$ cat config.mk
export PLATFORM = sky130hd
export DESIGN_NAME = mux_reg_arbiter
export DESIGN_NICKNAME = d
export VERILOG_FILES = /design/src/rtl/mux_reg_arbiter.sv
export SDC_FILE = /design/constraint.sdc
export NUM_CORES = 1
export LEC_CHECK = 0
export CORE_AREA = 2 2 42 44
export DETAILED_ROUTE_END_ITERATION = 6
export DIE_AREA = 0 0 44 46
export DONT_BUFFER_PORTS = 1
export HOLD_SLACK_MARGIN = 0.1
export PLACE_DENSITY = 0.84
export SYNTH_ARGS = -nofsm -noshare
export SYNTH_HDL_FRONTEND = slang
export SYNTH_SLANG_ARGS = --single-unit
$ cat constraint.sdc
create_clock -name clk -period 4.9 [get_ports clk]
set_input_delay 0.98 -clock clk [delete_from_list [all_inputs] [get_ports clk]]
set_output_delay 0.98 -clock clk [all_outputs]
set_load 0.1 [all_outputs]
$ cat src/rtl/mux_reg_arbiter.sv
// Two-requester arbiter feeding one output register, with burst-limited
// ownership so a busy requester cannot starve the other.
module mux_reg_arbiter #(
  parameter int DATA_W    = 8,
  parameter int MAX_BURST = 4
) (
  input  logic                               clk,
  input  logic                               rst,
  input  logic                               req0,
  input  logic [DATA_W-1:0]                  d0,
  input  logic                               req1,
  input  logic [DATA_W-1:0]                  d1,
  output logic                               gnt0,
  output logic                               gnt1,
  output logic                               sel,
  output logic [DATA_W-1:0]                  q,
  output logic                               q_valid,
  input  logic                               q_ready,
  output logic [1:0]                         state_o,
  output logic                               last_owner_o,
  output logic [$clog2(MAX_BURST+1)-1:0]     burst_cnt_o
);

  localparam int CNT_W = $clog2(MAX_BURST + 1);
  localparam logic [CNT_W-1:0] MAX_CNT = CNT_W'(MAX_BURST);

  typedef enum logic [1:0] {
    IDLE = 2'd0,
    OWN0 = 2'd1,
    OWN1 = 2'd2
  } state_e;

  // Handshake: the register slot accepts new data in any cycle where it is
  // empty or the consumer takes it (q_valid && q_ready); a grant is the only
  // way data enters the slot, and q_ready is ignored while q_valid is low.

  state_e              state_q, state_d;
  logic [CNT_W-1:0]    burst_cnt_q, burst_cnt_d;
  logic                last_owner_q, last_owner_d;
  logic [DATA_W-1:0]   q_q, q_d;
  logic                q_valid_q, q_valid_d;

  logic                slot_free;
  logic                own_req;
  logic                oth_req;
  logic                cur_id;
  state_e              oth_state;
  logic [CNT_W-1:0]    cnt_inc;

  assign slot_free = !q_valid_q || q_ready;
  assign gnt0      = (state_q == OWN0) && req0 && slot_free;
  assign gnt1      = (state_q == OWN1) && req1 && slot_free;

  // View of the current owner's side, so OWN0/OWN1 share one decision path.
  assign cur_id    = (state_q == OWN1);
  assign own_req   = cur_id ? req1 : req0;
  assign oth_req   = cur_id ? req0 : req1;
  assign oth_state = cur_id ? OWN0 : OWN1;
  assign cnt_inc   = burst_cnt_q + CNT_W'(1);

  always_comb begin
    state_d      = state_q;
    burst_cnt_d  = burst_cnt_q;
    last_owner_d = last_owner_q;
    unique case (state_q)
      IDLE: begin
        if (req0 && req1) begin
          state_d = last_owner_q ? OWN0 : OWN1;
        end else if (req0) begin
          state_d = OWN0;
        end else if (req1) begin
          state_d = OWN1;
        end
      end
      OWN0, OWN1: begin
        if (slot_free) begin
          if (!own_req) begin
            last_owner_d = cur_id;
            state_d      = oth_req ? oth_state : IDLE;
          end else if (cnt_inc == MAX_CNT) begin
            // Burst exhausted: hand over if the other side waits, else restart.
            burst_cnt_d = '0;
            if (oth_req) begin
              state_d      = oth_state;
              last_owner_d = cur_id;
            end
          end else begin
            burst_cnt_d = cnt_inc;
          end
        end
      end
      default: state_d = IDLE;
    endcase
    if (state_d != state_q) begin
      burst_cnt_d = '0;
    end
  end

  always_comb begin
    q_d       = q_q;
    q_valid_d = q_valid_q;
    if (gnt0 || gnt1) begin
      q_d       = gnt1 ? d1 : d0;
      q_valid_d = 1'b1;
    end else if (q_valid_q && q_ready) begin
      q_valid_d = 1'b0;
    end
  end

  always_ff @(posedge clk or negedge rst) begin
    if (!rst) begin
      state_q      <= IDLE;
      burst_cnt_q  <= '0;
      last_owner_q <= 1'b1;
      q_q          <= '0;
      q_valid_q    <= 1'b0;
    end else begin
      state_q      <= state_d;
      burst_cnt_q  <= burst_cnt_d;
      last_owner_q <= last_owner_d;
      q_q          <= q_d;
      q_valid_q    <= q_valid_d;
    end
  end

  assign sel          = (state_q == OWN1);
  assign q            = q_q;
  assign q_valid      = q_valid_q;
  assign state_o      = state_q;
  assign last_owner_o = last_owner_q;
  assign burst_cnt_o  = burst_cnt_q;

endmodule

==> parameters.txt, run 1 <==
Parameter                              Value

Floorplan
  Area of the core ... 1610 µm²
  Num ports ... 39
  Floorplan die width ... roughly 44 µm
  Die Footprint ... roughly 2000 µm²
  Die Height ... 46 µm
  Initial standard-cell utilization of the core ... between 60% and 70%
  Placement row count ... 15

Logic synthesis
  Primary FF master, synth ... sky130_fd_sc_hd__dfrtp_1
  Synthesized-area fraction occupied by xor and xnor cells ... 1.67%
  Total of flip-flops plus latches after synthesis ... 15
  Compound-gate portion of the synthesized area ... between 20% and 30%
  Proportion of synthesized chip area in sequential cells ... 38.6%
  Post-synthesis cell count ... ~110
  Share of flip-flops with an asynchronous set or reset ... 100%
  Share of synthesized area spent on multiplexers ... approximately 3.2%
  Post-synthesis area per instance ... 9.02 µm²
  Simple logic cell fraction of the synthesized area ... between 20 and 25%
  Area contributors post-synth ... sky130_fd_sc_hd__dfrtp_1 (36%), sky130_fd_sc_hd__ha_1 (7.7%), sky130_fd_sc_hd__nor2_1 (7.7%), sky130_fd_sc_hd__o22ai_1 (5.1%), sky130_fd_sc_hd__a21oi_1 (4.1%)
  Area share of fa/ha/maj cells after synthesis ... under 10%
  Cell type with the highest aggregate area in the netlist ... sky130_fd_sc_hd__dfrtp_1
  Distinct cell type count after synthesis ... 36
  Synth Warn # ... 0
  Netlist area before placement ... a little under 1000 µm²
  Synthesized net count ... 135
  Portion of synthesized cell area occupied by the leading cell type ... 35.9%
  Leading cell types by count after synthesis ... sky130_fd_sc_hd__nor2_1 (20), sky130_fd_sc_hd__dfrtp_1 (14), sky130_fd_sc_hd__a21oi_1 (8), sky130_fd_sc_hd__nand2_1 (8), sky130_fd_sc_hd__o22ai_1 (8)
  Count leader, synth ... sky130_fd_sc_hd__nor2_1
  Number of enable flip-flop cells after synthesis ... 0
  Main combinational cell family by area after synthesis ... compound AO/OA/AOI/OAI gates

STA
  Final number of setup-violating endpoints ... 0
  Number of max-slew violations in the final report ... 0
  Slew @ Worst Pin ... 1.07 ns
  Final Skew ... 0.000953 ns
  Number of failing hold endpoints at the final stage ... 0
  Worst slew slack as a fraction of its limit ... between 20% and 30%
  Summed negative setup slack over all endpoints ... 0 ns
  Setup repair after global routing missed its margin ... no
  Max Clk Rate ... roughly 270 MHz
  Final worst path period need ... 3.74 ns
  Final WS setup ... about 1.2 ns
  Final clock period utilization by the worst path ... between 70 and 80%

Placed design
  Number of instances in the placed design ... 125
  HPWL after DPL ... about 1700 µm
  Number of buffer cells added on primary ports ... 0
  Worst slack at placement ... 1.47 ns
  Placed instance area ... 1010 µm²
  Routability congestion estimate from global placement ... between 0.9 and 1

Cells and area
  Inserted Diodes ... 0
  Number of standard cells in the final layout excluding fillers ... 129
  Fillers ... 133
  Final #Nets ... 140
  Cell area after layout ... 1030 µm²
  Footprint of the multi-input gates ... 576 µm²
  Proportion of layout cells with a drive suffix above 1 ... 16.1%
  Post-synthesis to final-layout area growth ... 6.16%
  Sequential Area ... 377 µm²

Drt
  Residual DRC count ... 0
  Detailed router's first-iteration violation count ... 34
  Post-detailed-routing wire length ... 2240 µm
  Via count normalized by instance count ... 6.57
  Wire length per cell after detailed routing ... 17.4 µm
  First drt pass iteration count ... 4
  Via count of the routed design ... 848
  Number of nets still failing antenna checks after routing ... 0

Global route
  GRT Overall Usage ... about a quarter
  Maximum number of pins on one net before global-route repair ... 16
  Total congestion overflow ... 0
  First-pass GRT wire length ... 3460 µm
  Initial antenna violation count ... 0
  Via count of the first global-routing pass ... approximately 850

Clock network
  Clock tree from TritonCTS ... yes
  Number of buffers created by CTS ... 3
  Number of resized instances in the post-cts repair step ... 0
  Number of H-tree levels ... 1
  CTS clk-pin slew, worst paths ... 0.09 ns
  Maximum clock insertion buffer count ... 2
  Buffer count from post-CTS setup fixing ... 0
  Number of hold buffers added after CTS ... 0
  Clock sink count ... 15
  Cell at the root of the clock tree ... sky130_fd_sc_hd__clkbuf_4
  Clock insertion delay at the later pin of the skew report ... 0.28 ns

Worst setup path
  Slowest cell delay on critical path ... about 1.0 ns
  Kind of cell with the highest combined delay on the critical path ... flip-flops
  Data arrival time of the critical path ... 2.76 ns
  Critical path's most frequent cell ... sky130_fd_sc_hd__buf_4
  Chain of cells forming the critical path ... ha_1 > buf_4 > and2_1 > nand2_1 > inv_1 > buf_4
  Critical Path RT ... 3.92 ns
  Number of buffer and inverter instances along the worst setup path ... 3
  Library cell contributing the largest single delay on the critical path ... sky130_fd_sc_hd__dfrtp_1
  Crit-path max FO ... 10
  Critical path class ... flip-flop to output pin
  Setup crit start kind ... flip-flop
  Critical path capture point type ... output pin

Run status
  Result of the run ... complete, no violations

Hold path
  Min-delay worst type ... input port to async pin

Job
  MaxCap Viol Count ... 0
[worst paths after layout]
kind                       slack, ns          from             end  cells past startpoint
setup / recovery                1.16    state_o[1]            gnt1                      6
min in group clk                0.84         d1[2]            q[2]                      2
hold / removal                  0.38           rst         q_valid                      0
hold reg to reg                 0.92  last_owner_o    last_owner_o                      1
setup reg to reg                1.96    state_o[1]  burst_cnt_o[1]                      8
max in group asynchronous       4.35           rst    last_owner_o                      0
[layout make-up]
class | instances | area share (%)
multi-input combinational | 87 | 55.6
sequential | 15 | 36.4
clock buffer | 3 | 2.18
timing repair buffer | 3 | 2.18
tap | 17 | 2.06
inverter | 3 | 1.09
clock inverter | 1 | 0.484
[kinds of logic (layout without fill, tap and decap cells)]
group | Yosys count | after routing
and+or+nand+nor | 45 | 45
buffers and inverters | 6 | 10
adders and majority gates | 6 | 6
AOI/OAI and AO/OA | 32 | 32
xor gates and xnor gates | 1 | 1
DFF | 15 | 15
muxes | 3 | 3
[state kept, by name, indices dropped and copies added (netlist names)]
signal / flops
burst_cnt_o: 3
state_o: 2
q: 8
q_valid: 1
last_owner_o: 1
[through the flow]
| step | hold slack, ns | utilization [%] |
|---|---|---|
| 6_report | 0.379 | 64.1 |
| 5_1_grt | 0.363 | 64.1 |
| 4_1_cts | 0.370 | 64.1 |
| 3_5_place_dp | 0.685 | 62.4 |
| 3_3_place_gp | 0.685 | 62.4 |
| 2_1_floorplan | 0.684 | - |
[cells in the final DEF (no fill, tap or decap), types with 2 or more instances in the layout]
cell type                  Yosys  layout
sky130_fd_sc_hd__a211o_1       2       2
sky130_fd_sc_hd__a21oi_1       8       8
sky130_fd_sc_hd__a31oi_1       3       3
sky130_fd_sc_hd__buf_4         0       3
sky130_fd_sc_hd__clkbuf_4      0       3
sky130_fd_sc_hd__dfrtp_1      14      14
sky130_fd_sc_hd__ha_1          6       6
sky130_fd_sc_hd__inv_1         3       3
sky130_fd_sc_hd__mux2i_1       2       2
sky130_fd_sc_hd__nand2_1       8       8
sky130_fd_sc_hd__nand2b_1      2       2
sky130_fd_sc_hd__nand3_1       3       3
sky130_fd_sc_hd__nand4_1       2       2
sky130_fd_sc_hd__nand4b_1      2       2
sky130_fd_sc_hd__nor2_1       20      19
sky130_fd_sc_hd__o21ai_1       2       2
sky130_fd_sc_hd__o21bai_1      2       2
sky130_fd_sc_hd__o22ai_1       8       8
[worst register-to-register path: cells and delay by family (launching register included)]
family / cells / cell delay (ns)
mux: 1 / 0.31
compound gates: 4 / 0.61
simple gates: 1 / 0.27
buf+inv: 1 / 0.32
flops: 1 / 1.02
fa+ha+maj: 1 / 0.29
[routing by layer]
layer | track usage (%) | routed length [µm]
met1 | 27.6 | 868
met4 | 15.2 | 40
met2 | 40.9 | 1140
met5 | 0 | 0
met3 | 4.37 | 193
Power of run 1 is left out: the tool's default activity adds up to more than one toggle a clock period on the data nets, which glitch-free logic cannot reach.
==> run 2, diff against run 1 <==
CORE_AREA = 2 2 46 48   (was 2 2 42 44)
DIE_AREA = 0 0 48 50   (was 0 0 44 46)
PLACE_DENSITY = 0.75   (was 0.84)
clock period = 3.23 ns   (was 4.9 ns; I/O delays follow)
==> run 2 against run 1 <==
- first-iteration DRC count increased by 12%
- clock skew increased by 0.0020 ns
- hold slack got worse by 0.19 ns
- register-to-register slack got worse by 1.3 ns
- worst setup slack got worse by 0.74 ns
- routed wire length increased by 2.0%
- cell count increased by 12%
- utilization decreased by 6.1 points
- non-clock buffer count increased by 6
- via count increased by 0.12%
==> parameters.txt, run 2 (same netlist as run 1, synthesis figures left out) <==
Parameter                              Value

Job
  MaxCap Viol Count ... 0 (unchanged)

STA
  Final number of setup-violating endpoints ... 0 (unchanged)
  Setup repair after global routing missed its margin ... no
  Summed negative setup slack over all endpoints ... 0 ns (unchanged)
  Number of max-slew violations in the final report ... 0 (unchanged)
  Hold WS ... 0.188 ns (-0.191 ns)
  Number of failing hold endpoints at the final stage ... 0 (unchanged)
  Max Clk Rate ... 356 MHz
  Final worst path period need ... 2.81 ns
  Slew @ Worst Pin ... 0.905 ns (-0.162 ns)
  Worst slew slack as a fraction of its limit ... 39.7% (+11 points)
  Final clock period utilization by the worst path ... slightly below 90%
  Final Skew ... 0.00300 ns (+0.00204 ns)

Worst setup path
  Setup crit start kind ... flip-flop
  Critical path capture point type ... output pin
  Worst reg2reg path endpoint ... burst_cnt_o[0]
  Number of buffer and inverter instances along the worst setup path ... 2 (-1)
  Slowest cell delay on critical path ... 0.74 ns (-0.28 ns)
  Library cell contributing the largest single delay on the critical path ... sky130_fd_sc_hd__dfrtp_2
  Critical path class ... flip-flop to output pin
  Critical Path RT ... 2.58 ns (-1.34 ns)
  Setup slack of the most critical reg-to-reg path ... 0.64 ns (-1.32 ns)
  Chain of cells forming the critical path ... ha_2 > and2_1 > nand2_1 > clkinvlp_4 > buf_4
  Kind of cell with the highest combined delay on the critical path ... flip-flops
  Crit-path max FO ... 10 (unchanged)
  Data arrival time of the critical path ... 2.16 ns (-0.60 ns)
  Depth of the worst register-to-register path ... 8 (unchanged)
  Origin of the critical flop-to-flop path ... state_o[1]

Drt
  Via count of the routed design ... 849 (+0.12%)
  Detailed router's first-iteration violation count ... 38 (+12%)
  First drt pass iteration count ... 4 (unchanged)
  Post-detailed-routing wire length ... 2290 µm (+2.0%)
  Residual DRC count ... 0 (unchanged)
  Via count normalized by instance count ... 5.86 (-11%)
  Number of nets still failing antenna checks after routing ... 0 (unchanged)
  Wire length per cell after detailed routing ... 15.8 µm (-9.3%)

Cells and area
  Fillers ... 167 (+26%)
  Most common cell after layout, fill and taps aside ... sky130_fd_sc_hd__nor2_1
  Post-synthesis to final-layout area growth ... 13.1%
  Final #Nets ... 146 (+4.3%)
  Number of flip-flops under the largest register name ... 8 (unchanged)
  Proportion of layout cells with a drive suffix above 1 ... 22.0% (+6.0 points)
  Inserted Diodes ... 0 (unchanged)
  Top library cells by usage in the layout, fill and taps aside ... sky130_fd_sc_hd__nor2_1 (19), sky130_fd_sc_hd__dfrtp_1 (12)

Clock network
  Clock insertion delay at the later pin of the skew report ... 0.29 ns (about the same)
  Number of buffers created by CTS ... 3 (unchanged)
  Clock sink count ... 15 (unchanged)
  Clock tree from TritonCTS ... yes
  Buffer count from post-CTS setup fixing ... 0 (unchanged)
  Number of H-tree levels ... 1 (unchanged)
  Maximum clock insertion buffer count ... 2 (unchanged)
  Cell at the root of the clock tree ... sky130_fd_sc_hd__clkbuf_4
  CTS clk-pin slew, worst paths ... 0.09 ns (about the same)

Floorplan
  Die Height ... 50 µm (+8.7%)
  Area of the core ... 1900 µm² (+18%)
  Die Footprint ... 2400 µm² (+19%)
  Num ports ... 39 (unchanged)
  Initial standard-cell utilization of the core ... 51.3% (-9.1 points)
  Floorplan die width ... 48 µm (+9.1%)
  Placement row count ... 16 (+1)

Placed design
  HPWL after DPL ... 1720 µm (+0.53%)
  Number of buffer cells added on primary ports ... 0 (unchanged)
  Routability congestion estimate from global placement ... 0.911 (-2.0%)

Run status
  Result of the run ... complete, no violations

Global route
  Total congestion overflow ... 0 (unchanged)
  GRT Overall Usage ... 21.4% (-2.5 points)
  Via count of the first global-routing pass ... 852 (-0.23%)
  Maximum number of pins on one net before global-route repair ... 15 (-1)
  Initial antenna violation count ... 0 (unchanged)
  First-pass GRT wire length ... 3580 µm (+3.4%)

Hold path
  Min-delay worst type ... input port to async pin
run 2: metal layers:
layer  GRT usage [%]  part of all wire (%)  wire length [µm]  vias to the layer above
met2            33.6                    47              1090                       43
met4            10.8                   2.1                47                        0
met5               0                     0                 0                        -
li1                -                     -                 -                      411
met3            4.03                   8.8               201                        4
met1            27.1                    42               952                      391
run 2: worst max-delay path by stage:
stage	start	to	slack [ns]	depth (start not counted)
finish	state_o[1]	gnt1	0.42	5
global route	state_o[1]	gnt1	0.30	5
CTS	state_o[1]	gnt1	0.41	5
detailed placement	state_o[1]	burst_cnt_o[1]	0.64	8
global placement	state_o[1]	burst_cnt_o[2]	0.66	8
floorplan	q_valid	gnt0	0.25	2
run 2: repair_timing:
item,CTS,global route
hold buffers,1,0
hold endpoints to repair,14,0
gates resized for setup,0,0
run 2: area by class of cell:
| class | count | area [µm²] | area share, % |
|---|---|---|---|
| well taps | 27 | 33.8 | 3.06 |
| clock buffers | 4 | 26.3 | 2.38 |
| flip-flops and latches | 15 | 379 | 34.4 |
| multi-input cells | 87 | 578 | 52.4 |
| repair buffers | 9 | 70.1 | 6.36 |
| inverters | 3 | 15.0 | 1.36 |
run 2: worst reg2reg max path: cells and delay by family (launching register included):
family,cells,cell delay [ns]
flip-flops,1,0.74
AND/OR/NAND/NOR,1,0.27
AO/OA/AOI/OAI,4,0.54
buffers and inverters,1,0.32
adder cells (fa/ha/maj),1,0.31
multiplexers,1,0.30
run 2: metrics by stage:
stage               setup slack (ns)  utilization (%)  cell area, µm²  cells
finish                         0.419             58.0            1100    145
detailed placement             0.640             56.1            1070    140
CTS                            0.408             58.0            1100    145
global placement               0.658             56.1            1070    140
floorplan                      0.246                -             983    108
global route                   0.299             58.0            1100    145
Power of run 2 is left out for the same reason.
==> variant, RTL diff (settings of run 2) <==
The parameter `MAX_BURST` goes from 4 to 16.
--- a/src/rtl/mux_reg_arbiter.sv
+++ b/src/rtl/mux_reg_arbiter.sv
@@ -2,7 +2,7 @@
 // ownership so a busy requester cannot starve the other.
 module mux_reg_arbiter #(
   parameter int DATA_W    = 8,
-  parameter int MAX_BURST = 4
+  parameter int MAX_BURST = 16
 ) (
   input  logic                               clk,
   input  logic                               rst,
Ports: changed (resized burst_cnt_o); port bits go from 39 to 41. No check against the original RTL was run, so the function may have changed too.
==> variant against run 2 <==
- non-clock buffer count rose by 5
- sequential cell count rose by 2
- worst setup slack improved by 0.24 ns
- first-iteration DRC count fell by 32%
- critical path type unchanged
- cell area rose by 15%
- synthesized area rose by 14%
- wire length rose by 12%
- die area did not move
Power is left out: the tool's default activity adds up to more than one toggle a clock period on the data nets, which glitch-free logic cannot reach.
==> variant: results (changes against run 2) <==
* **top cell types by occurrence after synthesis** 32 x nor2_1, 16 x dfrtp_1, 11 x nand2_1, was 20 x nor2_1, 14 x dfrtp_1, 8 x a21oi_1, 8 x nand2_1, 8 x o22ai_1
* **top fanout value on the critical path** 11, was 10
* **Synth Net Count** 161, was 135
* **wire length of the first global-routing pass** 4030 um, was 3580 um
* **vias in the first global route** 956, was 852
* **peak per-stage delay on the critical path** 0.41 ns, was 0.74 ns
* **Register-to-Register Setup Slack** 0.94 ns, was 0.64 ns
* **Placer Congestion** 0.857, was 0.911
* **largest cells by area after synthesis** dfrtp_1 36%, nor2_1 11%, ha_1 5.6%, was dfrtp_1 36%, ha_1 7.7%, nor2_1 7.7%
* **Global Route Usage Sum** 0.231, was 0.214
* **routed length per instance** 14.8 um, was 15.8 um
* **total clock buffers created by CTS** 3, unchanged
* **sequential cell area fraction in the yosys report** 0.384, was 0.386
* **post-detailed-route via-to-cell ratio** 5.91, was 5.86
* **most instantiated flip-flop cell in the synthesis netlist** dfrtp_1, unchanged
* **signal arrival time at the worst endpoint** 1.93 ns, was 2.16 ns
* **highest attainable clock frequency** 389 MHz, was 356 MHz
* **Layout Skew** 0.00398 ns, was 0.00300 ns
* **Worst Reg-to-Reg Cells** 9, was 8
* **total half-perimeter wirelength after legalization and detailed placement** 1940 um, was 1720 um
* **capture point of the worst reg-to-reg path** burst_cnt_o[1], was burst_cnt_o[0]
* **Distinct cells, synth** 38, was 36
* **worst-case setup slack after placement** 0.863 ns, was 0.640 ns
* **ANT cells** 0, unchanged
* **Reg2Reg Launch Point** state_o[0], was state_o[1]
* **initial drt markers** 26, was 38
* **final-layout fill cell count** 170, was 167
* **fraction of final layout cells sized beyond drive strength 1** 0.199, was 0.220
* **drt first pass iters** 4, unchanged
* **slew at the pin with the worst max-slew slack** 0.916 ns, was 0.905 ns
* **post-detailed-placement cell area** 1230 um2, was 1070 um2
* **status** finished clean, unchanged
* **maximum number of pins on one net before global-route repair** 17, was 15
* **final cell count without fillers** 173, was 145
* **share of flip-flops with an asynchronous set or reset after synthesis** 1.00, unchanged
* **number of standard cells after synthesis** 135, was 108
* **final worst hold slack** 0.192 ns, was 0.188 ns
## variant: cell types whose count changed after synthesis, sizes merged, moves of 3 or more
cell / delta
nor2: +12
o21ai: +3
nand2: +3
mux2: +3
nand3: +7
a21oi: -5
## variant: how the worst min path moves through the flow
stage,from,to,cells past startpoint
6_report,rst,last_owner_o,0
5_1_grt,rst,last_owner_o,0
4_1_cts,rst,last_owner_o,0
3_5_place_dp,rst,burst_cnt_o[0],0
3_3_place_gp,rst,state_o[0],0
2_1_floorplan,rst,burst_cnt_o[0],0
## variant: cell families after synthesis
kind of cell,share of synthesized area
xor+xnor,0.0158
simple gates,0.276
flops,0.384
buf+inv,0.0507
fa+ha+maj,0.0563
compound gates,0.152
mux,0.0653
## variant: final cells by class
| type | instances | area (um2) | area share |
|---|---|---|---|
| Clock buffer | 4 | 26.3 | 0.0208 |
| Inverter | 5 | 22.5 | 0.0178 |
| Multi-Input combinational cell | 106 | 631 | 0.500 |
| Sequential cell | 17 | 429 | 0.340 |
| Tap cell | 27 | 33.8 | 0.0268 |
| Timing Repair Buffer | 14 | 120 | 0.0951 |
## variant: critical path, delay by kind of cell, from the launching register on
kind                       cells  cell delay (ns)
DFF                            1             0.41
adders and majority gates      1             0.31
buffers and inverters          3             0.54
and+or+nand+nor                1             0.38
## variant: per-layer routing
metal / vias up / track usage / share of wire
met5: - / 0 / 0
met1: 489 / 0.316 / 0.44
li1: 489 / - / -
met2: 42 / 0.364 / 0.49
met4: 0 / 0.0766 / 0.0055
met3: 2 / 0.0330 / 0.063
## variant: timing repair
item | in CTS | in global routing
endpoints found under the hold margin | 16 | 0
resized for setup | 0 | 0
hold buffers | 1 | 0
